==> src/rtl/mxv_pkg.sv <==
// Shared definitions for the MxV frame controller: state encoding,
// command codes, framing bytes and the dimension type.
package mxv_pkg;

    localparam int unsigned N_MAX = 8;
    localparam logic [7:0]  HDR   = 8'hFE;
    localparam logic [7:0]  EOF   = 8'hEF;

    // Dimension register: 0 = unconfigured, 1..N_MAX = configured size
    typedef logic [3:0] n_t;

    typedef enum logic [7:0] {
        CMD_SIZE   = 8'h01,
        CMD_START  = 8'h02,
        CMD_MATRIX = 8'h03,
        CMD_VECTOR = 8'h04,
        CMD_CLEAN  = 8'h05
    } cmd_e;

    typedef enum logic [2:0] {
        S_IDLE,
        S_LEN,
        S_CMD,
        S_PAYLOAD,
        S_END,
        S_EXEC,
        S_WAIT_DONE
    } state_e;

    // One-hot select for a matrix row index
    function automatic logic [N_MAX-1:0] row_onehot(input logic [2:0] r);
        row_onehot    = '0;
        row_onehot[r] = 1'b1;
    endfunction

endpackage

==> src/rtl/mxv_rowcol_cnt.sv <==
// Row/column position tracker for matrix and vector payloads. Columns wrap
// at n and carry into the row, so no divide is needed to find the row of a
// row-major byte index.
module mxv_rowcol_cnt
    import mxv_pkg::*;
(
    input  logic             clk,
    input  logic             rst_n,
    input  logic             clr,
    input  logic             adv,
    input  logic             vec_mode,
    input  n_t               n,
    output logic [N_MAX-1:0] row_sel,
    output logic             last
);

    logic [2:0] row;
    logic [2:0] col;
    logic       col_end;
    logic       row_end;

    assign col_end = ({1'b0, col} == (n - 4'd1));
    assign row_end = ({1'b0, row} == (n - 4'd1));

    assign row_sel = row_onehot(row);
    // A vector is a single row of n bytes; a matrix ends on the last column of the last row
    assign last    = col_end && (vec_mode || row_end);

    // Advance column per payload byte, carrying into the row at column n-1
    always_ff @(posedge clk or negedge rst_n) begin
        if (!rst_n) begin
            row <= '0;
            col <= '0;
        end else if (clr) begin
            row <= '0;
            col <= '0;
        end else if (adv) begin
            if (col_end) begin
                col <= '0;
                row <= row_end ? 3'd0 : row + 3'd1;
            end else begin
                col <= col + 3'd1;
            end
        end
    end

endmodule

==> src/rtl/mxv_frame_ctrl.sv <==
// UART frame parser and sequencer for the MxV accelerator. Decodes
// FE/L/CMD/payload/EF frames, steers matrix and vector bytes into the
// FIFOs, and launches/tracks a computation.
module mxv_frame_ctrl
    import mxv_pkg::*;
(
    input  logic       clk,
    input  logic       rst_n,
    input  logic       rx_valid,
    input  logic [7:0] rx_data,
    input  logic       compute_done,
    output logic [3:0] n,
    output logic [7:0] row_wr,
    output logic       vec_wr,
    output logic [7:0] wr_data,
    output logic       clear,
    output logic       start,
    output logic       frame_err,
    output logic       busy
);

    state_e     state;
    cmd_e       cmd_q;
    logic [7:0] len_q;
    logic [7:0] size_q;
    logic       m_loaded;
    logic       v_loaded;

    logic [7:0] n_sq;
    logic       n_zero;
    logic       cmd_ok;
    logic       size_ok;
    logic       is_mv;

    logic [N_MAX-1:0] row_sel;
    logic             cnt_last;
    logic             cnt_clr;
    logic             cnt_adv;

    assign n_sq    = {4'b0, n} * {4'b0, n};
    assign n_zero  = (n == '0);
    assign size_ok = (size_q != 8'd0) && (size_q <= 8'(N_MAX));
    assign is_mv   = (cmd_q == CMD_MATRIX) || (cmd_q == CMD_VECTOR);

    assign cnt_clr = (state == S_CMD) && rx_valid;
    assign cnt_adv = (state == S_PAYLOAD) && rx_valid && is_mv;

    mxv_rowcol_cnt u_cnt (
        .clk      (clk),
        .rst_n    (rst_n),
        .clr      (cnt_clr),
        .adv      (cnt_adv),
        .vec_mode (cmd_q == CMD_VECTOR),
        .n        (n),
        .row_sel  (row_sel),
        .last     (cnt_last)
    );

    // Validate the command byte and declared length against the current dimension
    always_comb begin
        cmd_ok = 1'b0;
        case (rx_data)
            CMD_SIZE:   cmd_ok = (len_q == 8'd2);
            CMD_START:  cmd_ok = !n_zero && (len_q == 8'd1);
            CMD_MATRIX: cmd_ok = !n_zero && (len_q == 8'd1 + n_sq);
            CMD_VECTOR: cmd_ok = !n_zero && (len_q == 8'd1 + {4'b0, n});
            CMD_CLEAN:  cmd_ok = (len_q == 8'd1);
            default:    cmd_ok = 1'b0;
        endcase
    end

    // Frame FSM with registered single-cycle strobes
    always_ff @(posedge clk or negedge rst_n) begin
        if (!rst_n) begin
            state     <= S_IDLE;
            cmd_q     <= CMD_SIZE;
            len_q     <= '0;
            size_q    <= '0;
            m_loaded  <= 1'b0;
            v_loaded  <= 1'b0;
            n         <= '0;
            row_wr    <= '0;
            vec_wr    <= 1'b0;
            wr_data   <= '0;
            clear     <= 1'b0;
            start     <= 1'b0;
            frame_err <= 1'b0;
            busy      <= 1'b0;
        end else begin
            row_wr    <= '0;
            vec_wr    <= 1'b0;
            clear     <= 1'b0;
            start     <= 1'b0;
            frame_err <= 1'b0;

            case (state)
                S_IDLE: begin
                    if (rx_valid && (rx_data == HDR))
                        state <= S_LEN;
                end

                S_LEN: begin
                    if (rx_valid) begin
                        len_q <= rx_data;
                        state <= S_CMD;
                    end
                end

                S_CMD: begin
                    if (rx_valid) begin
                        if (cmd_ok) begin
                            cmd_q <= cmd_e'(rx_data);
                            state <= (len_q > 8'd1) ? S_PAYLOAD : S_END;
                        end else begin
                            frame_err <= 1'b1;
                            state     <= S_IDLE;
                        end
                    end
                end

                S_PAYLOAD: begin
                    if (rx_valid) begin
                        case (cmd_q)
                            CMD_MATRIX: begin
                                row_wr  <= row_sel;
                                wr_data <= rx_data;
                                if (cnt_last)
                                    state <= S_END;
                            end
                            CMD_VECTOR: begin
                                vec_wr  <= 1'b1;
                                wr_data <= rx_data;
                                if (cnt_last)
                                    state <= S_END;
                            end
                            default: begin
                                // SIZE carries exactly one payload byte
                                size_q <= rx_data;
                                state  <= S_END;
                            end
                        endcase
                    end
                end

                S_END: begin
                    if (rx_valid) begin
                        if (rx_data != EOF) begin
                            frame_err <= 1'b1;
                            state     <= S_IDLE;
                            // FIFOs may hold a partial matrix/vector: flush and forget it
                            if (is_mv) begin
                                clear    <= 1'b1;
                                m_loaded <= 1'b0;
                                v_loaded <= 1'b0;
                            end
                        end else if ((cmd_q == CMD_SIZE) && !size_ok) begin
                            frame_err <= 1'b1;
                            state     <= S_IDLE;
                        end else begin
                            state <= S_EXEC;
                        end
                    end
                end

                S_EXEC: begin
                    state <= S_IDLE;
                    case (cmd_q)
                        CMD_SIZE: begin
                            n        <= size_q[3:0];
                            clear    <= 1'b1;
                            m_loaded <= 1'b0;
                            v_loaded <= 1'b0;
                        end
                        CMD_MATRIX: m_loaded <= 1'b1;
                        CMD_VECTOR: v_loaded <= 1'b1;
                        CMD_START: begin
                            if (m_loaded && v_loaded) begin
                                start <= 1'b1;
                                busy  <= 1'b1;
                                state <= S_WAIT_DONE;
                            end else begin
                                frame_err <= 1'b1;
                            end
                        end
                        default: begin
                            clear    <= 1'b1;
                            m_loaded <= 1'b0;
                            v_loaded <= 1'b0;
                        end
                    endcase
                end

                S_WAIT_DONE: begin
                    if (compute_done) begin
                        busy  <= 1'b0;
                        state <= S_IDLE;
                    end
                end

                default: state <= S_IDLE;
            endcase
        end
    end

endmodule
==> config.mk <==
export PLATFORM = sky130hd
export DESIGN_NAME = mxv_frame_ctrl
export DESIGN_NICKNAME = d
export VERILOG_FILES = /design/src/rtl/mxv_pkg.sv /design/src/rtl/mxv_rowcol_cnt.sv /design/src/rtl/mxv_frame_ctrl.sv
export SDC_FILE = /design/constraint.sdc
export NUM_CORES = 1
export LEC_CHECK = 0
export BUFFER_PORTS_ARGS = -buffer_cell sky130_fd_sc_hd__buf_4
export CAP_MARGIN = 10
export CORE_AREA = 5 5 72 124
export CTS_BUF_LIST = sky130_fd_sc_hd__clkbuf_2
export DETAILED_ROUTE_END_ITERATION = 7
export DIE_AREA = 0 0 77 129
export HOLD_SLACK_MARGIN = 0.06
export PLACE_DENSITY_LB_ADDON = 0.12
export SETUP_SLACK_MARGIN = 0.15
export SYNTH_ARGS = -nofsm -noshare
export SYNTH_HDL_FRONTEND = slang
export SYNTH_HIERARCHICAL = 1
export SYNTH_SLANG_ARGS = --single-unit
==> constraint.sdc <==
create_clock -name clk -period 4.3 [get_ports clk]
set_clock_uncertainty 0.1 [all_clocks]
set_input_delay 0.215 -clock clk [delete_from_list [all_inputs] [get_ports clk]]
set_output_delay 0.215 -clock clk [all_outputs]
set_load 0.01 [all_outputs]
* Word-level counts from Yosys, hierarchy flattened
Index checks and enable logic that the tools add are counted.
** Word-level totals
- Logic and storage cells :: 158
- Register bits :: 60
- Bits of input ports :: 12
** Operators by class
- Multipliers :: 1
- Add/sub/neg operators :: 5
- Multiplexer cells :: 58
- Bitwise operators :: 1
- $lt $le $gt $ge :: 4
- Reduce and logical (&&, ||, !) cells :: 37
- Equal/unequal tests :: 36
** Operator list (number)
- 3-bit 2-to-1 mux :: 21
- 8-bit by 2-bit == test with 1-bit output (second input constant) :: 5
- 8-bit by 1-bit == test with 1-bit output (second input constant) :: 3
- 8-bit by 3-bit == test with 1-bit output (second input constant) :: 3
- 1-bit 2-to-1 mux :: 24
- 8-bit 2-to-1 mux :: 3
- 2-bit inequality test (second input constant) :: 12
- 3-bit one-hot mux with 7 select lines :: 1
- 1-bit logical AND :: 12
- 1-bit one-hot mux with 2 select lines :: 6
- 5-bit AND reduction :: 2
- 3-bit == test (second input constant) :: 3
- 3-bit AND reduction :: 3
- 1-bit by 8-bit adder with 8-bit output (first input constant) :: 1
- 3-bit by 4-bit == test with 1-bit output :: 2
- 8-bit by 5-bit == test with 1-bit output :: 1
- 8-bit == test :: 1
- 8-bit == test (second input constant) :: 1
- 8-bit by 1-bit greater-than comparator with 1-bit output (second input constant) :: 1
- 8-bit by 4-bit <= comparator with 1-bit output (second input constant) :: 1
- 4-bit by 4-bit multiplier with 8-bit output :: 1
- 8-bit inequality test (second input constant) :: 1
- 2-bit nonzero test :: 4
- 8-bit nonzero test :: 1
- 21 further kinds :: 29

* Logic depth before layout (Yosys ltp)
- Word-level depth :: 8
- Gate-level depth with buffers :: 13
- Gate-level depth less buffers :: 11

* Modules after synthesis
The synthesis kept the hierarchy.
** By module, submodules not included
- mxv_frame_ctrl :: cells each 261, instances 1, area an instance 2852.7 sq um
- mxv_rowcol_cnt :: cells each 63, instances 1, area an instance 576.8 sq um

* Least setup slack after synthesis
OpenSTA, ideal clock, no wires.
- Path kind :: reg-to-reg
- Start :: register n[2]
- End :: register cmd_q[1]
- Arrival :: 3.165 ns
- Data required time :: 4.075 ns
- Cell stages (with the launch flop) :: 14
- Setup time :: 0.125 ns
- Slack :: 0.910 ns
- Path through :: dfrtp_1 -> clkbuf_1 -> nor2b_1 -> and2_1 -> inv_1 -> fa_1 -> nand2b_1 -> a21oi_1 -> xnor2_1 -> or4b_2 -> nand3_1 -> a21oi_1 -> buf_6 -> mux2_4
** On the way
- Word-level cells in the longest chain between the ends :: 6
- Elaborated cells between the ends (all ways) :: 12
** Ends and longest elaborated chain
- start, declared :: RTL line mxv_frame_ctrl.sv:12 : output logic [3:0] n,
- start signal, assigned :: RTL line mxv_frame_ctrl.sv:169 : n <= size_q[3:0];
- 4-bit by 4-bit multiplier with 8-bit output :: RTL line mxv_frame_ctrl.sv:40 : assign n_sq = {4'b0, n} * {4'b0, n};
- 1-bit by 8-bit adder with 8-bit output :: RTL line mxv_frame_ctrl.sv:65 : CMD_MATRIX: cmd_ok = !n_zero && (len_q == 8'd1 + n_sq);
- 8-bit == test :: RTL line mxv_frame_ctrl.sv:65
- 1-bit logical AND :: RTL line mxv_frame_ctrl.sv:65
- 1-bit one-hot mux with 5 select lines * :: RTL line mxv_frame_ctrl.sv:62 : case (rx_data)
- 3-bit AND reduction (no source line) *
- end signal, assigned :: RTL line mxv_frame_ctrl.sv:112 : cmd_q <= cmd_e'(rx_data);
- end, declared :: RTL line mxv_frame_ctrl.sv:23 : cmd_e cmd_q;
Mark *: on every way between the ends. The rest lies on a longest branch, timed or not.
A chain may end at the register's enable or synchronous reset.

* Worst setup path after layout
- Start :: register n[0]
- End :: register cmd_q[0]
The elaborated chain is that of the path after synthesis.

==> results.py <==
metrics = {
    "status": {
        "status": "complete, no violations",
    },
    "synthesis": {
        "ys.flop_type": "dfrtp_1",
        "ys_seq_area_share_pct": 43.8,
        "async_reset_ff_share_pct": 100,
        "yosysWarnings": 6,
        "synth.most_common_cell": "dfrtp_1",
        "synthesis.area_um2": 3430,
        "synth_nets": 346,
        "synth-seq-cells": 60,
        "yosys-top-cells-area": "dfrtp_1 (43%), mux2_2 (8.9%), ha_1 (3.3%)",
        "yosysTopAreaCellShare_pct": 43.0,
        "synth_edf_count": 0,
        "synth_common_cells": "dfrtp_1 (59), mux2_2 (27), nand2_1 (22), nor2_1 (22)",
        "synth_cell_type_count": 57,
        "avgSynthCellArea_um2": 10.6,
        "syn_inst": 324,
        "synth_top_area_cell": "dfrtp_1",
    },
    "global_routing": {
        "grt_usage_pct": 17.4,
        "grt_max_degree": 61,
        "antenna_found_initial": 0,
        "grt_pass1_wl_mm": 13.4,
        "grt-ovfl-total": 0,
        "grt_pass1_vias": 2604,
    },
    "clock_network": {
        "h-tree-depth": 3,
        "cts.path.max_buffers": 2,
        "cts_tree": "built",
        "cts_buffers": 9,
        "clkTransAtPathRegs_ns": 0.19,
        "ctsResizeCount": 0,
        "clkLatencyLatePin_ns": 0.50,
        "clock-sinks": 60,
        "cts_root_buf": "clkbuf_2",
    },
    "route": {
        "routed_wl_mm": 8.08,
        "drc": 0,
        "vias": 2542,
        "vias_per_cell": 5.44,
        "first_iter_violations": 109,
        "wire_per_inst_um": 17.3,
        "drtPass1Iterations": 4,
        "drtAntennaViolNets": 0,
    },
    "layout": {
        "fin_area_um2": 4000,
        "n_fill_cell": 726,
        "drive_above_1_share_pct": 26.0,
        "antenna_cells": 0,
        "nets": 394,
        "area_growth_pct": 16.6,
    },
    "sta": {
        "max-slew-margin-rel_pct": 41.1,
        "final.period_utilization_pct": 82.5,
        "finalSetupTns_ns": 0,
        "fmax_mhz": 282,
        "worst_pin_slew_ns": 0.882,
        "rsz0062_at_grt": "false",
        "fin_ws_ns": 0.753,
        "layout_min_cycle_time_ns": 3.55,
        "slew_viol_final": 0,
        "hold_viol": 0,
        "setup_viol": 0,
    },
    "worst_setup_path": {
        "timing.rr.start": "n[0]",
        "startpoint_type": "register",
        "critPathKind": "register to register",
        "arrival_ns": 3.89,
        "cp_max_fo": 13,
        "setup.worst_path.start": "n[0]",
        "critPathCaptureType": "register",
        "required_ns": 4.64,
    },
    "place": {
        "io_buffer_count": 36,
        "dpl-instance-area_um2": 3750,
        "hpwl_mm": 6.08,
        "pre_cts_ws_ns": 0.759,
        "gp_congestion": 0.882,
    },
    "floorplanning": {
        "rows": 43,
        "die_area_um2": 9930,
        "die_x_um": 77,
        "start_util_pct": 44.0,
        "pin_count": 37,
        "die_height_um": 129,
        "coreArea_um2": 7800,
    },
    "pwr": {
        "leakage_nw": 1.89,
        "p_per_area_nw_per_um2": 379,
        "ir_drop_mv": 0.205,
    },
    "worst_hold_path": {
        "hold_path_class": "input port to async pin",
    },
    "job": {
        "drv_cap": 0,
    },
}
## worst paths after layout
| path | end | slack (ns) | cells past startpoint |
|---|---|---|---|
| setup reg to reg | cmd_q[0] | 0.75 | 10 |
| max in group asynchronous | size_q[1] | 3.36 | 2 |
| hold / removal | start | 0.20 | 2 |
| hold reg to reg | cmd_q[5] | 0.40 | 1 |
| setup / recovery | cmd_q[0] | 0.75 | 10 |
| min in group clk | cmd_q[5] | 0.40 | 1 |
## flip-flops by register name (all words and copies together), names as in the netlist
| signal | cells |
|---|---|
| frame_err | 1 |
| n | 4 |
| size_q | 8 |
| cmd_q | 8 |
| busy | 1 |
| wr_data | 8 |
| state | 3 |
| clear | 1 |
| u_cnt/col | 3 |
| row_wr | 8 |
| len_q | 8 |
| u_cnt/row | 3 |
| vec_wr | 1 |
| v_loaded | 1 |
| start | 1 |
| m_loaded | 1 |
## routing by layer
| metal | share of wire, % | track usage [%] | up-vias |
|---|---|---|---|
| li1 | - | - | 1243 |
| met1 | 38 | 17.8 | 1226 |
| met2 | 55 | 31.9 | 55 |
| met3 | 3.7 | 4.55 | 18 |
| met4 | 4.1 | 9.01 | 0 |
| met5 | 0 | 0 | - |
## critical path: stages, from the launching register on
cell	delay, ns
dfrtp_1	0.65
and3_1	0.31
inv_1	0.08
fa_1	0.44
xor2_1	0.21
nand2_1	0.07
a32oi_1	0.29
a2111oi_4	0.09
nor4b_2	0.17
a21oi_1	0.68
mux2_2	0.41
## area by class of cell
cell class	instances	area [um^2]	area share, %
timing repair buffer	49	395	9.88
clock inverter	7	90.1	2.25
tap	90	113	2.82
multi-input combinational	235	1790	44.8
clock buffer	9	45.0	1.13
inverter	17	63.8	1.60
sequential	60	1500	37.6
## logic make-up (layout without fill, tap and decap cells)
logic type | Yosys count | in the layout | share of synthesized area, %
and+or+nand+nor | 129 | 129 | 22.0
DFF | 60 | 60 | 43.8
AOI/OAI and AO/OA | 42 | 42 | 8.83
muxes | 33 | 33 | 10.9
buffers and inverters | 29 | 82 | 3.98
xor gates and xnor gates | 20 | 20 | 6.31
adders and majority gates | 11 | 11 | 4.16
## report_power, final
part / leakage [nW] / switching, mW / internal (mW)
clock network: 0.0797 / 0.217 / 0.191
registers: 0.799 / 0.106 / 0.652
logic: 1.01 / 0.174 / 0.177
## layout by cell type (no fill, tap or decap), types with 6 or more instances in the layout
cell           Yosys  routed
a21oi_1            8       8
and2_1            17      17
buf_4              1      38
clkbuf_2           0       9
dfrtp_1           59      59
dlygate4sd3_1      0      11
ha_1               9       9
inv_1             17      17
mux2_2            27      27
nand2_1           22      22
nand2b_1           6       6
nand3_1            9       9
nor2_1            22      22
nor2b_1            6       6
nor3_1            10      10
nor3b_1            7       7
o21ai_0           10      10
xnor2_1            7       7
xor2_1            10      10
## stage by stage
step | hold WS (ns) | util, % | power, mW | std cells
final | 0.195 | 51.3 | 1.52 | 467
after global routing | 0.209 | 51.3 | 1.61 | 467
after CTS | 0.158 | 51.3 | 1.54 | 467
after detailed placement | 0.249 | 48.1 | 1.12 | 440
after global placement | 0.236 | 48.1 | 1.11 | 440
after floorplan | -0.181 | - | 0.995 | 324
## what timing repair did
| action | CTS | global route |
|---|---|---|
| hold buffers | 11 | 0 |
| endpoints found under the hold margin | 94 | 0 |
| setup buffers | 0 | 0 |
Note: power is estimated with default switching activity, not from simulation.
